==> config.mk <==
export PLATFORM = sky130hd
export DESIGN_NAME = sp_ram_arbiter_flat
export DESIGN_NICKNAME = d
export VERILOG_FILES = /design/src/rtl/sp_ram_arbiter_if.sv /design/src/rtl/sp_ram_arbiter_rr_arb2.sv /design/src/rtl/sp_ram_arbiter.sv /design/src/flat_wrapper.sv
export SDC_FILE = /design/constraint.sdc
export NUM_CORES = 1
export LEC_CHECK = 0
export BUFFER_PORTS_ARGS = -buffer_cell sky130_fd_sc_hd__buf_2
export CORE_AREA = 2 2 39 41
export DETAILED_ROUTE_END_ITERATION = 6
export DIE_AREA = 0 0 41 43
export PLACE_DENSITY_LB_ADDON = 0.12
export RECOVER_POWER = 50
export SYNTH_ARGS = -nofsm -noshare
export SYNTH_HDL_FRONTEND = slang
export SYNTH_SLANG_ARGS = --single-unit
==> constraint.sdc <==
create_clock -name CLK -period 1.4 [get_ports CLK]
set_input_delay 0.28 -clock CLK [delete_from_list [all_inputs] [get_ports CLK]]
set_output_delay 0.28 -clock CLK [all_outputs]
set_load 0.05 [all_outputs]
==> src/rtl/sp_ram_arbiter_if.sv <==
// Bus bundle between the two clients, the arbiter and the single-port RAM.
// The slave modport is the arbiter's view; master is the clients-plus-RAM side.
interface sp_ram_arbiter_if #(
    parameter int ADDR_WIDTH = 1,
    parameter int DATA_WIDTH = 1
);
    logic                  REQ0, REQ1;
    logic                  RDWEN0, RDWEN1;
    logic [ADDR_WIDTH-1:0] A0, A1;
    logic [DATA_WIDTH-1:0] DI0, DI1;
    logic [DATA_WIDTH-1:0] BW0, BW1;
    logic                  GNT0, GNT1;
    logic                  RVALID0, RVALID1;
    logic [DATA_WIDTH-1:0] DO;
    logic                  INIT_DONE;
    logic                  RAM_CE, RAM_RDWEN;
    logic [ADDR_WIDTH-1:0] RAM_A;
    logic [DATA_WIDTH-1:0] RAM_DI, RAM_BW;
    logic [DATA_WIDTH-1:0] RAM_DO;

    modport slave (
        input  REQ0, REQ1, RDWEN0, RDWEN1, A0, A1, DI0, DI1, BW0, BW1, RAM_DO,
        output GNT0, GNT1, RVALID0, RVALID1, DO, INIT_DONE,
        output RAM_CE, RAM_RDWEN, RAM_A, RAM_DI, RAM_BW
    );

    modport master (
        output REQ0, REQ1, RDWEN0, RDWEN1, A0, A1, DI0, DI1, BW0, BW1, RAM_DO,
        input  GNT0, GNT1, RVALID0, RVALID1, DO, INIT_DONE,
        input  RAM_CE, RAM_RDWEN, RAM_A, RAM_DI, RAM_BW
    );
endinterface

==> src/rtl/sp_ram_arbiter_rr_arb2.sv <==
// Two-input round-robin arbiter: combinational one-hot grant, registered
// priority pointer that moves to the losing client after every grant.
module rr_arb2 (
    input  logic       CLK,
    input  logic       RST,
    input  logic [1:0] req,
    input  logic       advance,
    output logic [1:0] gnt
);
    logic ptr_q;

    always_comb begin
        gnt = req;
        if (req == 2'b11) gnt = ptr_q ? 2'b10 : 2'b01;
    end

    // Granting client 0 hands priority to client 1 and vice versa.
    always_ff @(posedge CLK) begin
        if (RST) begin
            ptr_q <= 1'b0;
        end else if (advance && (gnt != 2'b00)) begin
            ptr_q <= gnt[0];
        end
    end
endmodule

==> src/rtl/sp_ram_arbiter.sv <==
// Round-robin front end for a single-port RAM: optional zero sweep after
// reset, then one client access per cycle with 1-cycle read return.
module sp_ram_arbiter #(
    parameter int ADDR_WIDTH = 1,
    parameter int DATA_WIDTH = 1,
    parameter bit INIT_EN    = 1'b1
) (
    input logic              CLK,
    input logic              RST,
    sp_ram_arbiter_if.slave  bus
);
    localparam int DEPTH = 2 ** ADDR_WIDTH;
    localparam logic [ADDR_WIDTH-1:0] CNT_LAST = ADDR_WIDTH'(DEPTH - 1);

    typedef enum logic {ST_INIT = 1'b0, ST_RUN = 1'b1} state_t;

    state_t                state_q, state_d;
    logic [ADDR_WIDTH-1:0] cnt_q, cnt_d;
    logic                  run;
    logic [1:0]            req, gnt;
    logic [1:0]            rvld_p1;
    logic                  ram_ce, ram_rdwen;
    logic [ADDR_WIDTH-1:0] ram_a;
    logic [DATA_WIDTH-1:0] ram_di, ram_bw;

    assign run = (state_q == ST_RUN) && !RST;
    assign req = {bus.REQ1, bus.REQ0} & {2{run}};

    rr_arb2 u_arb (
        .CLK     (CLK),
        .RST     (RST),
        .req     (req),
        .advance (|req),
        .gnt     (gnt)
    );

    always_comb begin
        state_d   = state_q;
        cnt_d     = cnt_q;
        ram_ce    = 1'b0;
        ram_rdwen = 1'b0;
        ram_a     = '0;
        ram_di    = '0;
        ram_bw    = '0;
        case (state_q)
            ST_INIT: begin
                ram_ce    = 1'b1;
                ram_rdwen = 1'b1;
                ram_bw    = '1;
                ram_a     = cnt_q;
                // Terminal compare: the counter stops on the last address.
                if (cnt_q == CNT_LAST) state_d = ST_RUN;
                else                   cnt_d   = cnt_q + 1'b1;
            end
            default: begin
                ram_ce = |gnt;
                if (gnt[0]) begin
                    ram_rdwen = bus.RDWEN0;
                    ram_a     = bus.A0;
                    ram_di    = bus.DI0;
                    ram_bw    = bus.BW0;
                end else if (gnt[1]) begin
                    ram_rdwen = bus.RDWEN1;
                    ram_a     = bus.A1;
                    ram_di    = bus.DI1;
                    ram_bw    = bus.BW1;
                end
            end
        endcase
        if (RST) ram_ce = 1'b0;
    end

    // Stage p0 -> p1: a read granted now returns its data next cycle.
    always_ff @(posedge CLK) begin
        if (RST) begin
            state_q <= INIT_EN ? ST_INIT : ST_RUN;
            cnt_q   <= '0;
            rvld_p1 <= 2'b00;
        end else begin
            state_q <= state_d;
            cnt_q   <= cnt_d;
            rvld_p1 <= gnt & ~{bus.RDWEN1, bus.RDWEN0};
        end
    end

    assign bus.GNT0      = gnt[0];
    assign bus.GNT1      = gnt[1];
    assign bus.RVALID0   = rvld_p1[0] && !RST;
    assign bus.RVALID1   = rvld_p1[1] && !RST;
    assign bus.DO        = bus.RAM_DO;
    assign bus.INIT_DONE = run;
    assign bus.RAM_CE    = ram_ce;
    assign bus.RAM_RDWEN = ram_rdwen;
    assign bus.RAM_A     = ram_a;
    assign bus.RAM_DI    = ram_di;
    assign bus.RAM_BW    = ram_bw;
endmodule

==> src/flat_wrapper.sv <==
// flat-port wrapper written by rule: the top's interface ports become plain ports
module sp_ram_arbiter_flat 
#(
    parameter int ADDR_WIDTH = 1,
    parameter int DATA_WIDTH = 1,
    parameter bit INIT_EN    = 1'b1
)
  (CLK, RST, bus_REQ0, bus_REQ1, bus_RDWEN0, bus_RDWEN1, bus_A0, bus_A1, bus_DI0, bus_DI1, bus_BW0, bus_BW1, bus_RAM_DO, bus_GNT0, bus_GNT1, bus_RVALID0, bus_RVALID1, bus_DO, bus_INIT_DONE, bus_RAM_CE, bus_RAM_RDWEN, bus_RAM_A, bus_RAM_DI, bus_RAM_BW);
  sp_ram_arbiter_if #(.ADDR_WIDTH(ADDR_WIDTH), .DATA_WIDTH(DATA_WIDTH)) bus_i ();
  input logic CLK;
  input logic RST;
  input wire logic [$bits(bus_i.REQ0)-1:0] bus_REQ0;
  input wire logic [$bits(bus_i.REQ1)-1:0] bus_REQ1;
  input wire logic [$bits(bus_i.RDWEN0)-1:0] bus_RDWEN0;
  input wire logic [$bits(bus_i.RDWEN1)-1:0] bus_RDWEN1;
  input wire logic [$bits(bus_i.A0)-1:0] bus_A0;
  input wire logic [$bits(bus_i.A1)-1:0] bus_A1;
  input wire logic [$bits(bus_i.DI0)-1:0] bus_DI0;
  input wire logic [$bits(bus_i.DI1)-1:0] bus_DI1;
  input wire logic [$bits(bus_i.BW0)-1:0] bus_BW0;
  input wire logic [$bits(bus_i.BW1)-1:0] bus_BW1;
  input wire logic [$bits(bus_i.RAM_DO)-1:0] bus_RAM_DO;
  output wire logic [$bits(bus_i.GNT0)-1:0] bus_GNT0;
  output wire logic [$bits(bus_i.GNT1)-1:0] bus_GNT1;
  output wire logic [$bits(bus_i.RVALID0)-1:0] bus_RVALID0;
  output wire logic [$bits(bus_i.RVALID1)-1:0] bus_RVALID1;
  output wire logic [$bits(bus_i.DO)-1:0] bus_DO;
  output wire logic [$bits(bus_i.INIT_DONE)-1:0] bus_INIT_DONE;
  output wire logic [$bits(bus_i.RAM_CE)-1:0] bus_RAM_CE;
  output wire logic [$bits(bus_i.RAM_RDWEN)-1:0] bus_RAM_RDWEN;
  output wire logic [$bits(bus_i.RAM_A)-1:0] bus_RAM_A;
  output wire logic [$bits(bus_i.RAM_DI)-1:0] bus_RAM_DI;
  output wire logic [$bits(bus_i.RAM_BW)-1:0] bus_RAM_BW;
  assign bus_i.REQ0 = bus_REQ0;
  assign bus_i.REQ1 = bus_REQ1;
  assign bus_i.RDWEN0 = bus_RDWEN0;
  assign bus_i.RDWEN1 = bus_RDWEN1;
  assign bus_i.A0 = bus_A0;
  assign bus_i.A1 = bus_A1;
  assign bus_i.DI0 = bus_DI0;
  assign bus_i.DI1 = bus_DI1;
  assign bus_i.BW0 = bus_BW0;
  assign bus_i.BW1 = bus_BW1;
  assign bus_i.RAM_DO = bus_RAM_DO;
  assign bus_GNT0 = bus_i.GNT0;
  assign bus_GNT1 = bus_i.GNT1;
  assign bus_RVALID0 = bus_i.RVALID0;
  assign bus_RVALID1 = bus_i.RVALID1;
  assign bus_DO = bus_i.DO;
  assign bus_INIT_DONE = bus_i.INIT_DONE;
  assign bus_RAM_CE = bus_i.RAM_CE;
  assign bus_RAM_RDWEN = bus_i.RAM_RDWEN;
  assign bus_RAM_A = bus_i.RAM_A;
  assign bus_RAM_DI = bus_i.RAM_DI;
  assign bus_RAM_BW = bus_i.RAM_BW;
  sp_ram_arbiter #(.ADDR_WIDTH(ADDR_WIDTH), .DATA_WIDTH(DATA_WIDTH), .INIT_EN(INIT_EN)) u_core (.CLK(CLK), .RST(RST), .bus(bus_i));
endmodule
==> results.sh, run 1 <==
export IMPL_outcome="complete, but fails checks"
export IMPL_violations="setup timing"
export IMPL_grt_max_degree=7
export IMPL_num_vias=338
export IMPL_vias_per_cell=4.390
export IMPL_highest_layer="met4"
export IMPL_hold_slack_ps=228.5
export IMPL_syn_to_final_growth_pct=118.7
export IMPL_crit_path_max_fanout=3
export IMPL_clock_path_buffers=2
export IMPL_crit_required_ps=1120
export IMPL_slew_limit_headroom=0.8328
export IMPL_cp_arrival_ps=1420
export IMPL_wl_um=871
export IMPL_setup_violations_final=6
export IMPL_wl_per_cell_um=11.31
export IMPL_ys_warn_count=0
export IMPL_tightest_slew_ps=252.5
export IMPL_rsz0062_at_grt="yes"
export IMPL_ys_types=17
export IMPL_finalPower_mw=0.5132
export IMPL_p_leak_nw=0.2978
export IMPL_crit_type="reg -> out"
export IMPL_die_w_um=41
export IMPL_hpwl_um=672.9
export IMPL_drt_pass1_iter_count=3
export IMPL_dieHeight_um=43
export IMPL_ctsHoldBuffers=0
export IMPL_p_per_area_nw_per_um2=856.2
export IMPL_synth_nets=43
export IMPL_vdd_ir_drop_worst_uv=315.9
export IMPL_placed_cell_area_um2=479.2
export IMPL_netlist_area_um2=274.0
export IMPL_drt_initial_drc_count=1
export IMPL_grt_first_pass_wirelength_um=1414
export IMPL_gp_congestion=0.5862
export IMPL_cts_root_buf="clkbuf_4"
export IMPL_grt_pass1_vias=338
export IMPL_fin_skew_ps=2.892
export IMPL_syn_inst=30
export IMPL_cts_sinks=5
export IMPL_fin_crit_ps=1698
export IMPL_wl_met1_um=375
export IMPL_wl_met3_um=60
export IMPL_nets=75
export IMPL_row_count=14
export IMPL_layout_common_cells="14 x buf_2, 5 x buf_8, 5 x buf_4"
export IMPL_ant_nets=0
export IMPL_tns_ps=-1265
export IMPL_slew_viol_final=0
export IMPL_antenna_cells=0
export IMPL_synth_yosys_seq_area_share=0.3653
export IMPL_synth_area_per_cell_um2=9.134
export IMPL_coreArea_um2=1384
export IMPL_h_tree_depth=1
export IMPL_overflow=0
export IMPL_mostFrequentLayoutCell="buf_2"
export IMPL_wl_met2_um=416
export IMPL_cts_tree="done"
export IMPL_final_cell_area_um2=599.3
export IMPL_cts_buffers=3
export IMPL_track_usage=0.1265
export IMPL_clkLatencyLatePin_ps=240
export IMPL_cap_violations=0
export IMPL_drc=0
export IMPL_fmax_ghz=0.5890
export IMPL_drive_gt1_frac=0.6885
export IMPL_start_kind="flop"
export IMPL_synth_seq_cells=5
export IMPL_clkTransAtPathRegs_ps=40
export IMPL_pre_cts_slack_ps=-123.3
export IMPL_final_hold_violation_count=0
export IMPL_io_buffers=21
export IMPL_die_area_um2=1763
export IMPL_antenna_found_initial=0
export IMPL_floorplan_initialDensity=0.1980
export IMPL_crit_path_end_kind="output pin"
export IMPL_fin_crit_sh=1.213
export IMPL_hold_path_class="in -> reg"
export IMPL_fin_ws_ps=-297.7
export IMPL_ioPinCount=24
[stage by stage]
| stage | utilization | std cells |
|---|---|---|
| 2_1_floorplan | - | 30 |
| 3_3_place_gp | 0.3463 | 71 |
| 3_5_place_dp | 0.3463 | 71 |
| 4_1_cts | 0.4078 | 75 |
| 5_1_grt | 0.4331 | 77 |
| 6_report | 0.4331 | 77 |
[kinds of logic after synthesis]
kind of cell,count (synthesis),synth area share
AOI/OAI and AO/OA,9,0.2466
and+or+nand+nor,12,0.2922
DFF,5,0.3653
buffers and inverters,4,0.09591
[worst max-delay path, stage by stage (launching register included)]
cell      delay [ps]
dfxtp_2          320
nand2b_4         130
and3b_2          210
a221o_4          360
buf_8            150
[report_power, final]
group / switching (mW) / internal (mW)
sequential: 0.00329 / 0.151
combinational: 0.103 / 0.0880
clock: 0.0596 / 0.108
total: 0.166 / 0.347
[layout make-up]
class                           count  area, µm²
Fill cell                         139      784.5
Inverter                            2      7.507
Multi-Input combinational cell     21      209.0
Timing Repair Buffer               29      235.2
Clock buffer                        4      26.28
Sequential cell                     5      101.3
Tap cell                           16      20.02
[registers in the layout, indices dropped and copies added (netlist names)]
register / count
u_core.u_arb.ptr_q: 1
u_core.state_q: 1
u_core.cnt_q: 1
u_core.rvld_p1: 2
[what timing repair did]
action / CTS / global route
buffers inserted: 0 / 2
resized for setup: 18 / 6
pin swaps: 0 / 1
endpoints found under the setup margin: 6 / 7
[routing by layer]
| layer | vias up | GRT usage |
|---|---|---|
| met3 | 2 | 0.06806 |
| li1 | 171 | - |
| met2 | 13 | 0.1500 |
| met5 | - | 0 |
| met4 | 0 | 0.1200 |
| met1 | 152 | 0.1511 |
[final timing paths]
kind / startpoint / endpoint / slack, ps / cells past startpoint
worst min register to register: u_core.cnt_q$_SDFFE_PP0N_ / u_core.cnt_q$_SDFFE_PP0N_ / 480 / 2
worst min-delay path: bus_RDWEN0 / u_core.rvld_p1[0]$_SDFF_PP0_ / 230 / 2
worst max-delay path: u_core.u_arb.ptr_q$_SDFFE_PP0P_ / bus_RAM_BW / -300 / 4
worst max register to register: u_core.u_arb.ptr_q$_SDFFE_PP0P_ / u_core.rvld_p1[1]$_SDFF_PP0_ / 330 / 5
[cell usage after synthesis (all sizes together)]
| cell | instances | area, µm² |
|---|---|---|
| buf | 2 | 18.77 |
| and2b | 2 | 15.01 |
| nand2 | 1 | 3.750 |
| nand2b | 1 | 6.260 |
| inv | 2 | 7.510 |
| nor2 | 2 | 7.510 |
| a21oi | 4 | 20.02 |
| a221o | 3 | 30.03 |
| a311oi | 1 | 8.760 |
| and3 | 2 | 17.52 |
| and3b | 1 | 8.760 |
| dfxtp | 5 | 100.1 |
| a22o | 1 | 8.760 |
| nor2b | 3 | 21.27 |
Power figures use the tool's default switching activity.
==> inputs of run 2 (changes only) <==
--- a/config.mk
+++ b/config.mk
@@ -10,7 +10,7 @@
 export DETAILED_ROUTE_END_ITERATION = 6
 export DIE_AREA = 0 0 41 43
 export PLACE_DENSITY_LB_ADDON = 0.12
-export RECOVER_POWER = 50
+export RECOVER_POWER = 100
 export SYNTH_ARGS = -nofsm -noshare
 export SYNTH_HDL_FRONTEND = slang
 export SYNTH_SLANG_ARGS = --single-unit
==> results.sh, run 2 (synthesized netlist as in run 1, its figures left out) <==
export IMPL_outcome="complete, but fails checks"
export IMPL_violations="setup timing"
export IMPL_drc=0
export IMPL_cts_buffers=3
export IMPL_crit_type="reg -> out"
export IMPL_fin_crit_sh=1.213
export IMPL_fmax_ghz=0.5890
export IMPL_clock_path_buffers=2
export IMPL_rrSetupSlack_ps=330
export IMPL_grt_max_degree=7
export IMPL_crit_required_ps=1120
export IMPL_grt_first_pass_wirelength_um=1414
export IMPL_dp_cells=71
export IMPL_layoutNonFillerInstCount=77
export IMPL_start_kind="flop"
export IMPL_p_switching_mw=0.1663
export IMPL_layout_common_cells="11 x buf_2, 5 x buf_8, 5 x buf_4"
export IMPL_syn_to_final_growth_pct=118.7
export IMPL_drt_pass1_iter_count=3
export IMPL_fin_ws_ps=-297.7
export IMPL_tns_ps=-1271
export IMPL_drt_initial_drc_count=1
export IMPL_p_per_area_nw_per_um2=856.2
export IMPL_hpwl_um=672.9
export IMPL_largest_register_ffs=2
export IMPL_cts_root_buf="clkbuf_4"
export IMPL_fin_skew_ps=2.892
export IMPL_fin_util=0.4331
export IMPL_die_w_um=41
export IMPL_row_count=14
export IMPL_slew_viol_final=0
export IMPL_coreArea_um2=1384
export IMPL_vias_per_cell=4.390
export IMPL_wl_um=872
export IMPL_fin_crit_ps=1698
export IMPL_cts_sinks=5
export IMPL_crit_path_max_fanout=3
export IMPL_slew_limit_headroom=0.8134
export IMPL_critPathTopFamily="compound AO/OA/AOI/OAI gates"
export IMPL_gp_congestion=0.5862
export IMPL_pwr_share_clk=0.326
export IMPL_antenna_cells=0
export IMPL_finalPower_mw=0.5132
export IMPL_p_leak_nw=0.2954
export IMPL_drive_gt1_frac=0.6885
export IMPL_cap_violations=0
export IMPL_cts_tree="done"
export IMPL_h_tree_depth=1
export IMPL_num_vias=338
export IMPL_p_int_mw=0.3468
export IMPL_crit_path_end_kind="output pin"
export IMPL_path_buf_inv=1
export IMPL_tightest_slew_ps=281.1
export IMPL_regMostFlops="u_core.rvld_p1"
export IMPL_nets=75
export IMPL_clkLatencyLatePin_ps=240
export IMPL_wl_per_cell_um=11.32
export IMPL_grt_pass1_vias=338
export IMPL_fill_cells=139
export IMPL_cp_arrival_ps=1420
export IMPL_dieHeight_um=43
export IMPL_slowest_delay_ps=360
export IMPL_hold_path_class="in -> reg"
export IMPL_setup_violations_final=6
export IMPL_mostFrequentLayoutCell="buf_2"
export IMPL_vdd_ir_drop_worst_uv=315.8
export IMPL_overflow=0
export IMPL_ant_nets=0
export IMPL_cp_slowest_cell="a221o_4"
export IMPL_ioPinCount=24
export IMPL_io_buffers=21
export IMPL_antenna_found_initial=0
export IMPL_floorplan_initialDensity=0.1980
export IMPL_clkTransAtPathRegs_ps=40
export IMPL_pre_cts_slack_ps=-123.3
export IMPL_final_hold_violation_count=0
export IMPL_p_sw_frac=0.3241
export IMPL_rsz0062_at_grt="yes"
export IMPL_track_usage=0.1265
export IMPL_die_area_um2=1763
export IMPL_share_seq_of_total_power=0.301
export IMPL_crit_chain="nand2b_4 > and3b_2 > a221o_4 > buf_8"
export IMPL_p_comb_frac=0.373
## run 2: cell count changes in the layout (fill, tap and decap cells not counted)
cell / change
buf_2: -3
clkbuf_2: +3
## run 2: path summary, 6_finish.rpt
path,from,end,cells past startpoint
hold / removal,bus_RDWEN0,u_core.rvld_p1[0]$_SDFF_PP0_,2
setup reg to reg,u_core.u_arb.ptr_q$_SDFFE_PP0P_,u_core.rvld_p1[1]$_SDFF_PP0_,5
hold reg to reg,u_core.cnt_q$_SDFFE_PP0N_,u_core.cnt_q$_SDFFE_PP0N_,2
setup / recovery,u_core.u_arb.ptr_q$_SDFFE_PP0P_,bus_RAM_BW,4
## run 2: per-layer routing
metal  wire (µm)  part of all wire  up-vias  GRT usage
li1            -                 -      171          -
met1         375              0.43      152     0.1511
met2         417              0.48       13     0.1500
met3          59             0.068        2    0.06806
met4          19             0.022        0     0.1200
met5           0                 0        -          0
## run 2: power groups by stage
stage,sequential (mW),clock [mW],combinational (mW)
global placement,0.157,0,0.158
finish,0.154,0.167,0.191
CTS,0.155,0.177,0.182
global route,0.155,0.189,0.202
floorplan,0.159,0,0.113
detailed placement,0.157,0,0.159
## run 2: what timing repair did
| action | in CTS | in global routing |
|---|---|---|
| pin swaps | 0 | 1 |
| hold buffers | 0 | 0 |
| setup buffers | 0 | 2 |
| setup endpoints to repair | 6 | 7 |
| endpoints found under the hold margin | 0 | 0 |
| gates resized for setup | 18 | 6 |
## run 2: area by class of cell
type                       instances  area [µm²]  area share
multi-input combinational         21       209.0      0.3486
inverter                           2       7.507     0.01253
timing repair buffer              29       235.2      0.3925
sequential                         5       101.3      0.1691
tap                               16       20.02     0.03340
clock buffer                       4       26.28     0.04384
## run 2: worst register-to-register path, cell delays in order, from the launching register on
cell,delay (ps)
dfxtp_2,320
nand2b_4,130
and3_4,190
buf_6,110
buf_6,100
nor2b_1,110
## run 2: through the flow
stage          area (µm²)  hold WS, ps
4_1_cts             564.3        213.0
2_1_floorplan       336.6        341.7
3_5_place_dp        479.2        467.3
5_1_grt             599.3        227.8
6_report            599.3        228.5
3_3_place_gp        479.2        471.0
